[src/rtl/mips_pkg.sv]
// Shared MIPS decode constants and load-kind encoding for the W stage.
// Latency: n/a (declarations only).
// Backpressure: n/a.
package mips_pkg;

   localparam logic [5:0] OP_LW   = 6'b100011;
   localparam logic [5:0] OP_LB   = 6'b100000;
   localparam logic [5:0] OP_LBU  = 6'b100100;
   localparam logic [5:0] OP_LH   = 6'b100001;
   localparam logic [5:0] OP_LHU  = 6'b100101;
   localparam logic [5:0] OP_JAL  = 6'b000011;
   localparam logic [5:0] FN_JALR = 6'b001001;
   localparam logic [4:0] REG_ZERO = 5'd0;

   typedef enum logic [2:0] {
      LK_W  = 3'd0,
      LK_B  = 3'd1,
      LK_BU = 3'd2,
      LK_H  = 3'd3,
      LK_HU = 3'd4
   } load_kind_t;

endpackage

[src/rtl/wb_regfile_if.sv]
// W-stage bundle: MEM/WB inputs, ID read ports, forward and retire outputs.
// Latency: n/a (wiring only).
// Backpressure: none; the pipeline advances every cycle.
interface wb_regfile_if #(
   parameter int DATA_W   = 32,
   parameter int RETIRE_W = 32
);
   logic [5:0]          op_w;
   logic [5:0]          func_w;
   logic [DATA_W-1:0]   pc_w;
   logic                regwrite_w;
   logic [4:0]          wa_w;
   logic [DATA_W-1:0]   aluout_w;
   logic [DATA_W-1:0]   memrd_w;
   logic [4:0]          ra1;
   logic [4:0]          ra2;
   logic [DATA_W-1:0]   rd1;
   logic [DATA_W-1:0]   rd2;
   logic                fwd_we;
   logic [4:0]          fwd_wa;
   logic [DATA_W-1:0]   fwd_wd;
   logic [RETIRE_W-1:0] retire_cnt;

   modport master (
      output op_w, func_w, pc_w, regwrite_w, wa_w, aluout_w, memrd_w, ra1, ra2,
      input  rd1, rd2, fwd_we, fwd_wa, fwd_wd, retire_cnt
   );

   modport slave (
      input  op_w, func_w, pc_w, regwrite_w, wa_w, aluout_w, memrd_w, ra1, ra2,
      output rd1, rd2, fwd_we, fwd_wa, fwd_wd, retire_cnt
   );
endinterface

[src/rtl/wb_load_ext.sv]
// Sub-word load extraction: picks byte/half from the raw word and extends it.
// Latency: combinational.
// Backpressure: none.
module wb_load_ext
   import mips_pkg::*;
(
   input  logic [31:0] word,
   input  logic [1:0]  addr,
   input  load_kind_t  kind,
   output logic [31:0] data
);

   logic [7:0]  byte_sel;
   logic [15:0] half_sel;

   // Lane select; halfword uses addr[1] only, so a misaligned half is silently truncated.
   always_comb begin
      case (addr)
         2'd0:    byte_sel = word[7:0];
         2'd1:    byte_sel = word[15:8];
         2'd2:    byte_sel = word[23:16];
         default: byte_sel = word[31:24];
      endcase
      half_sel = addr[1] ? word[31:16] : word[15:0];
   end

   // Sign/zero extension by load kind.
   always_comb begin
      case (kind)
         LK_B:    data = {{24{byte_sel[7]}}, byte_sel};
         LK_BU:   data = {24'd0, byte_sel};
         LK_H:    data = {{16{half_sel[15]}}, half_sel};
         LK_HU:   data = {16'd0, half_sel};
         default: data = word;
      endcase
   end

endmodule

[src/rtl/wb_regfile.sv]
// Write-back stage: forms final write data, commits to the 32x32 register file, bypassed ID reads, retire count.
// Latency: write data/reads/forward are combinational; register and counter update on the next rising edge.
// Backpressure: none. Optional WB_LOG_EN prints one line per committed write (simulation only).
module wb_regfile
   import mips_pkg::*;
#(
   parameter int DATA_W   = 32,
   parameter int NREG     = 32,
   parameter int RETIRE_W = 32
) (
   input  logic         clk,
   input  logic         reset,
   wb_regfile_if.slave  wb
);

   logic [DATA_W-1:0]   regs [NREG];
   logic [RETIRE_W-1:0] retire_q;
   load_kind_t          kind;
   logic                is_load;
   logic                is_link;
   logic [DATA_W-1:0]   ext_d;
   logic [DATA_W-1:0]   wd;
   logic                we;

   // Decode the W instruction into load kind and link-type (jal/jalr).
   always_comb begin
      kind    = LK_W;
      is_load = 1'b1;
      case (wb.op_w)
         OP_LW:   kind = LK_W;
         OP_LB:   kind = LK_B;
         OP_LBU:  kind = LK_BU;
         OP_LH:   kind = LK_H;
         OP_LHU:  kind = LK_HU;
         default: is_load = 1'b0;
      endcase
      is_link = (wb.op_w == OP_JAL) || (wb.op_w == 6'd0 && wb.func_w == FN_JALR);
   end

   wb_load_ext u_load_ext (
      .word (wb.memrd_w),
      .addr (wb.aluout_w[1:0]),
      .kind (kind),
      .data (ext_d)
   );

   // Final write-data mux: link address beats load data beats ALU result.
   always_comb begin
      if (is_link)
         wd = wb.pc_w + DATA_W'(8);
      else if (is_load)
         wd = ext_d;
      else
         wd = wb.aluout_w;
   end

   assign we            = wb.regwrite_w && (wb.wa_w != REG_ZERO);
   assign wb.fwd_we     = we;
   assign wb.fwd_wa     = wb.wa_w;
   assign wb.fwd_wd     = wd;
   assign wb.retire_cnt = retire_q;

   // Read ports: $0 is zero, same-cycle write wins over the stored value.
   always_comb begin
      if (wb.ra1 == REG_ZERO)
         wb.rd1 = '0;
      else if (we && wb.ra1 == wb.wa_w)
         wb.rd1 = wd;
      else
         wb.rd1 = regs[wb.ra1];

      if (wb.ra2 == REG_ZERO)
         wb.rd2 = '0;
      else if (we && wb.ra2 == wb.wa_w)
         wb.rd2 = wd;
      else
         wb.rd2 = regs[wb.ra2];
   end

   // Register commit; reset clears the whole file and drops any write in that cycle.
   always_ff @(posedge clk) begin
      if (reset) begin
         for (int i = 0; i < NREG; i++)
            regs[i] <= '0;
      end else if (we) begin
         regs[wb.wa_w] <= wd;
      end
   end

   // Retired-instruction counter; bubbles (op=0, func=0) are not counted, wraps freely.
   always_ff @(posedge clk) begin
      if (reset)
         retire_q <= '0;
      else if ({wb.op_w, wb.func_w} != 12'd0)
         retire_q <= retire_q + RETIRE_W'(1);
   end

`ifdef WB_LOG_EN
   // Commit trace for simulation runs.
   always_ff @(posedge clk) begin
      if (!reset && we)
         $display("@%h: $%d <= %h", wb.pc_w, wb.wa_w, wd);
   end
`else
`endif

endmodule

[src/flat_wrapper.sv]
// flat-port wrapper written by rule: the top's interface ports become plain ports
module wb_regfile_flat import mips_pkg::*;
#(
   parameter int DATA_W   = 32,
   parameter int NREG     = 32,
   parameter int RETIRE_W = 32
)
  (clk, reset, wb_op_w, wb_func_w, wb_pc_w, wb_regwrite_w, wb_wa_w, wb_aluout_w, wb_memrd_w, wb_ra1, wb_ra2, wb_rd1, wb_rd2, wb_fwd_we, wb_fwd_wa, wb_fwd_wd, wb_retire_cnt);
  wb_regfile_if #(.DATA_W(DATA_W), .RETIRE_W(RETIRE_W)) wb_i ();
  input  logic clk;
  input  logic reset;
  input wire logic [$bits(wb_i.op_w)-1:0] wb_op_w;
  input wire logic [$bits(wb_i.func_w)-1:0] wb_func_w;
  input wire logic [$bits(wb_i.pc_w)-1:0] wb_pc_w;
  input wire logic [$bits(wb_i.regwrite_w)-1:0] wb_regwrite_w;
  input wire logic [$bits(wb_i.wa_w)-1:0] wb_wa_w;
  input wire logic [$bits(wb_i.aluout_w)-1:0] wb_aluout_w;
  input wire logic [$bits(wb_i.memrd_w)-1:0] wb_memrd_w;
  input wire logic [$bits(wb_i.ra1)-1:0] wb_ra1;
  input wire logic [$bits(wb_i.ra2)-1:0] wb_ra2;
  output wire logic [$bits(wb_i.rd1)-1:0] wb_rd1;
  output wire logic [$bits(wb_i.rd2)-1:0] wb_rd2;
  output wire logic [$bits(wb_i.fwd_we)-1:0] wb_fwd_we;
  output wire logic [$bits(wb_i.fwd_wa)-1:0] wb_fwd_wa;
  output wire logic [$bits(wb_i.fwd_wd)-1:0] wb_fwd_wd;
  output wire logic [$bits(wb_i.retire_cnt)-1:0] wb_retire_cnt;
  assign wb_i.op_w = wb_op_w;
  assign wb_i.func_w = wb_func_w;
  assign wb_i.pc_w = wb_pc_w;
  assign wb_i.regwrite_w = wb_regwrite_w;
  assign wb_i.wa_w = wb_wa_w;
  assign wb_i.aluout_w = wb_aluout_w;
  assign wb_i.memrd_w = wb_memrd_w;
  assign wb_i.ra1 = wb_ra1;
  assign wb_i.ra2 = wb_ra2;
  assign wb_rd1 = wb_i.rd1;
  assign wb_rd2 = wb_i.rd2;
  assign wb_fwd_we = wb_i.fwd_we;
  assign wb_fwd_wa = wb_i.fwd_wa;
  assign wb_fwd_wd = wb_i.fwd_wd;
  assign wb_retire_cnt = wb_i.retire_cnt;
  wb_regfile #(.DATA_W(DATA_W), .NREG(NREG), .RETIRE_W(RETIRE_W)) u_core (.clk(clk), .reset(reset), .wb(wb_i));
endmodule
[config.mk]
export PLATFORM = sky130hd
export DESIGN_NAME = wb_regfile_flat
export DESIGN_NICKNAME = d
export VERILOG_FILES = /design/src/rtl/mips_pkg.sv /design/src/rtl/wb_regfile_if.sv /design/src/rtl/wb_load_ext.sv /design/src/rtl/wb_regfile.sv /design/src/flat_wrapper.sv
export SDC_FILE = /design/constraint.sdc
export NUM_CORES = 2
export LEC_CHECK = 0
export ABC_AREA = 0
export ABC_CLOCK_PERIOD_IN_PS = 5900
export BUFFER_PORTS_ARGS = -buffer_cell sky130_fd_sc_hd__buf_2
export CAP_MARGIN = 20
export CORE_ASPECT_RATIO = 0.7
export CORE_UTILIZATION = 50
export DETAILED_ROUTE_END_ITERATION = 10
export GPL_TIMING_DRIVEN = 1
export PLACE_DENSITY = 0.74
export SKIP_CTS_REPAIR_TIMING = 1
export SLEW_MARGIN = 20
export SYNTH_ARGS = -nofsm -noshare
export SYNTH_HDL_FRONTEND = slang
export SYNTH_SLANG_ARGS = --single-unit
[constraint.sdc]
create_clock -name clk -period 5.9 [get_ports clk]
set_input_delay 0.295 -clock clk [delete_from_list [all_inputs] [get_ports clk]]
set_output_delay 0.295 -clock clk [all_outputs]
set_load 0.05 [all_outputs]
==> key figures <==
Status
  – Result of the run: finished clean

Global route
  – Total global-route track usage: 36.64%
  – Pin count of the biggest net entering global routing: 90
  – Number of antenna violations at the first check in global routing: 9
  – Wire length of the first global-routing pass: 296300 µm
  – GRT overflow: 0
  – Vias in the first global route: 41076

Routing
  – Routed vias/inst: 7.192
  – Detail Route Antenna Nets: 0
  – Final Routed Wirelength: 214100 µm
  – Vias after detailed routing: approximately 43000
  – Post-route DRC violation count: 0
  – 1st-pass router iterations: 6
  – Starting DRT DRC Count: 8798
  – Detailed-route wire length per cell: 35.41 µm

Critical path
  – CP Class: primary input to primary output
  – Nature of the critical path endpoint: primary output
  – Logic depth of the worst setup path including buffers: 10
  – Critical-path cell with the highest stage delay: a211oi_1
  – CP Launch Type: primary input
  – Register-to-Register Path Depth: 6
  – Critical Path Max Stage Delay: roughly 0.69 ns
  – Origin of the critical flop-to-flop path: u_core.wb.retire_cnt[5]$_SDFFE_PP0P_
  – Total buffers and inverters traversed by the critical path: 4
  – Largest driver fanout on the critical path: 33
  – CP delay by family, top: compound AO/OA/AOI/OAI gates
  – Data arrival time of the critical path: 3.94 ns
  – Critical path data required time: 5.61 ns
  – First element of the critical path: wb_op_w[0]
  – Cell chain of the critical path: buf_2 > nor4_4 > a22oi_2 > nand2b_1 > buf_4 > nand2_1 > o22a_1 > buf_4 > a211oi_1 > buf_2

Timing
  – Post-layout minimum cycle time: 4.236 ns
  – Number of slew-limit violations in the final report: 0
  – Final setup skew: 0.02452 ns
  – Number of hold violations in the final report: 0
  – RSZ-0062 raised after global routing: no
  – Rel. slew slack: 23.02%
  – Share of the cycle needed by the critical path after routing: 71.80%
  – Final sum of negative setup slack: 0 ns
  – Worst slew pin tran: approximately 1.2 ns
  – Finish-stage setup viols: 0
  – Peak Freq: 236.1 MHz

Synth
  – Register area share after synthesis: 55.38%
  – Post-synthesis instance total: 4371
  – Top post-synthesis cells by count: nor2_1 (1066), edfxtp_1 (1024), mux4_2 (400)
  – Largest area contributor in the netlist: edfxtp_1
  – Async S/R FF share, synth: 0%
  – Post-synth top flop: edfxtp_1
  – Unique cell type count in the Yosys netlist: 66
  – Yosys warnings: 0
  – Top area cells in the synthesized netlist: edfxtp_1 (54%), mux4_2 (16%), nor2_1 (7.1%)
  – Post-Syn Area per Cell: 12.97 µm²
  – Number of flops mapped to enable cells by yosys: 1024
  – Fraction of synthesized cell area taken by the top area cell type: 54.25%
  – Netlist area before placement: 56680 µm²
  – Most instantiated library cell after synthesis: nor2_1
  – Synthesized flop and latch total: 1056

Final layout
  – Share of cells above drive strength 1: 23.65%
  – Number of fill cells in the layout: approximately 8700
  – Layout overhead on the synthesized area: 11.21%
  – Total number of nets in the final design: 4585
  – Final Instance Area: between 60000 and 70000 µm²

Job
  – Max capacitance violation total: 0

Placement
  – Half-perimeter wire length of the detailed placement result: 121800 µm
  – Routability-driven placement congestion ratio: 0.9867
  – Placed Instance Area: 59740 µm²
  – PortBufs: 259

CTS
  – Clock latency reported for the late side of the worst-skew pair: ~0.75 ns
  – Clock tree from TritonCTS: built
  – CTS Root Buffer Type: clkbuf_16
  – Number of buffers added by the clock tree synthesis step: 100
  – Clock Pin Slew Worst Setup and Hold Paths: 0.07 ns
  – Total number of H-tree levels: 3
  – Clock Tree Buf Depth: 3
  – Clock net sink count: 1056

Power
  – Leakage dissipation: ~23 nW
  – Power density normalized to cell area: between 200 and 300 nW/µm²
  – Highest ir drop seen on vdd: 0.0002617 V

Floorplan
  – Count of standard-cell rows: 102
  – Die outline height: 283.7 µm
  – Num ports: 260
  – DIE WIDTH: a little over 400 µm
  – Total die area: ~110000 µm²
  – Initial cell density of the core: 50.87%
  – Core Area: 111400 µm²

Hold path
  – Worst hold start: wb_pc_w[0]
  – Cell count of the worst hold path: 3
  – Path class of the lowest-slack min-delay path: primary input to flop
per-layer routing:
metal / wire (µm) / vias up / GRT usage [%]
met1: 72560 / 21283 / 49.70
met2: 87070 / 4661 / 49.88
met3: 41970 / 852 / 16.84
met4: 12310 / 14 / 16.75
met5: 198 / - / 0.6266
li1: - / 16679 / -
area by class of cell:
type | count | area [µm²] | share of cell area (%)
diodes | 6 | 15.01 | 0.02382
repair buffers | 408 | 2596 | 4.119
flip-flops and latches | 1056 | 31390 | 49.80
multi-input cells | 2842 | 23710 | 37.62
clock inverters | 61 | 678.2 | 1.076
inverters | 49 | 183.9 | 0.2918
clock buffers | 117 | 2566 | 4.071
well taps | 1508 | 1887 | 2.993
worst reg2reg max path, stage by stage, from the launching register on:
cell     delay (ns)
dfxtp_1        0.43
and4_1         0.30
and3_1         0.25
nor4b_1        0.92
nand4_1        0.22
xnor2_1        0.17
nor2b_1        0.12
path summary, 6_finish.rpt:
check             slack [ns]                               endpoint
setup / recovery        1.66                             wb_rd2[13]
hold / removal          0.05        u_core.regs[2][0]$_SDFFCE_PN0P_
setup reg to reg        3.33  u_core.wb.retire_cnt[25]$_SDFFE_PP0P_
hold reg to reg         0.53  u_core.wb.retire_cnt[16]$_SDFFE_PP0P_
cells by family after synthesis:
logic type | after synthesis | synth area share (%)
and+or+nand+nor | 1467 | 10.81
DFF | 1056 | 55.38
muxes | 779 | 22.60
buffers and inverters | 504 | 3.994
AOI/OAI and AO/OA | 495 | 6.128
xor gates and xnor gates | 67 | 1.035
adders and majority gates | 2 | 0.04415
other | 1 | 0.006616
report_power, final:
part           total [mW]  internal [mW]  leakage, nW  switching, mW
registers            8.85           8.63         10.0          0.219
clock network        6.61           3.61         1.57           3.00
logic                2.93          0.973         11.5           1.96
cells in the final DEF, fill, tap and decap left out, drive strengths merged, types with 7 or more instances in the layout:
master   count
nand2b      38
xor2        30
conb        32
buf        408
nor3        45
bufinv      11
a211oi      88
nand2      127
clkinv      43
inv         52
mux4       400
mux2i      375
o21ai       36
xnor2       37
nor2b       18
dfxtp       32
clkbuf     117
nand3       78
a21oi      116
a22oi      132
o22ai       61
nand4       14
and4         7
and2         9
edfxtp    1024
o221ai       7
and3        21
nor4        21
nor2      1066
a22o        21
a2bb2oi     10
metrics by stage:
step	hold slack, ns	util [%]	setup slack, ns	power [mW]	std cells
after floorplan	0.5627	-	2.587	10.79	4402
after global placement	0.4916	53.60	1.760	11.74	5861
after detailed placement	0.5175	53.62	1.753	11.81	5862
after CTS	0.01547	56.53	1.720	18.23	6040
after global routing	0.04084	56.56	1.602	18.70	6042
final	0.05013	56.57	1.664	18.39	6047
state kept, by name (all words and copies together) (netlist names):
| signal | cells |
|---|---|
| u_core.wb.retire_cnt | 32 |
| u_core.regs | 1024 |
No activity file was read; power rests on OpenSTA's default activity.
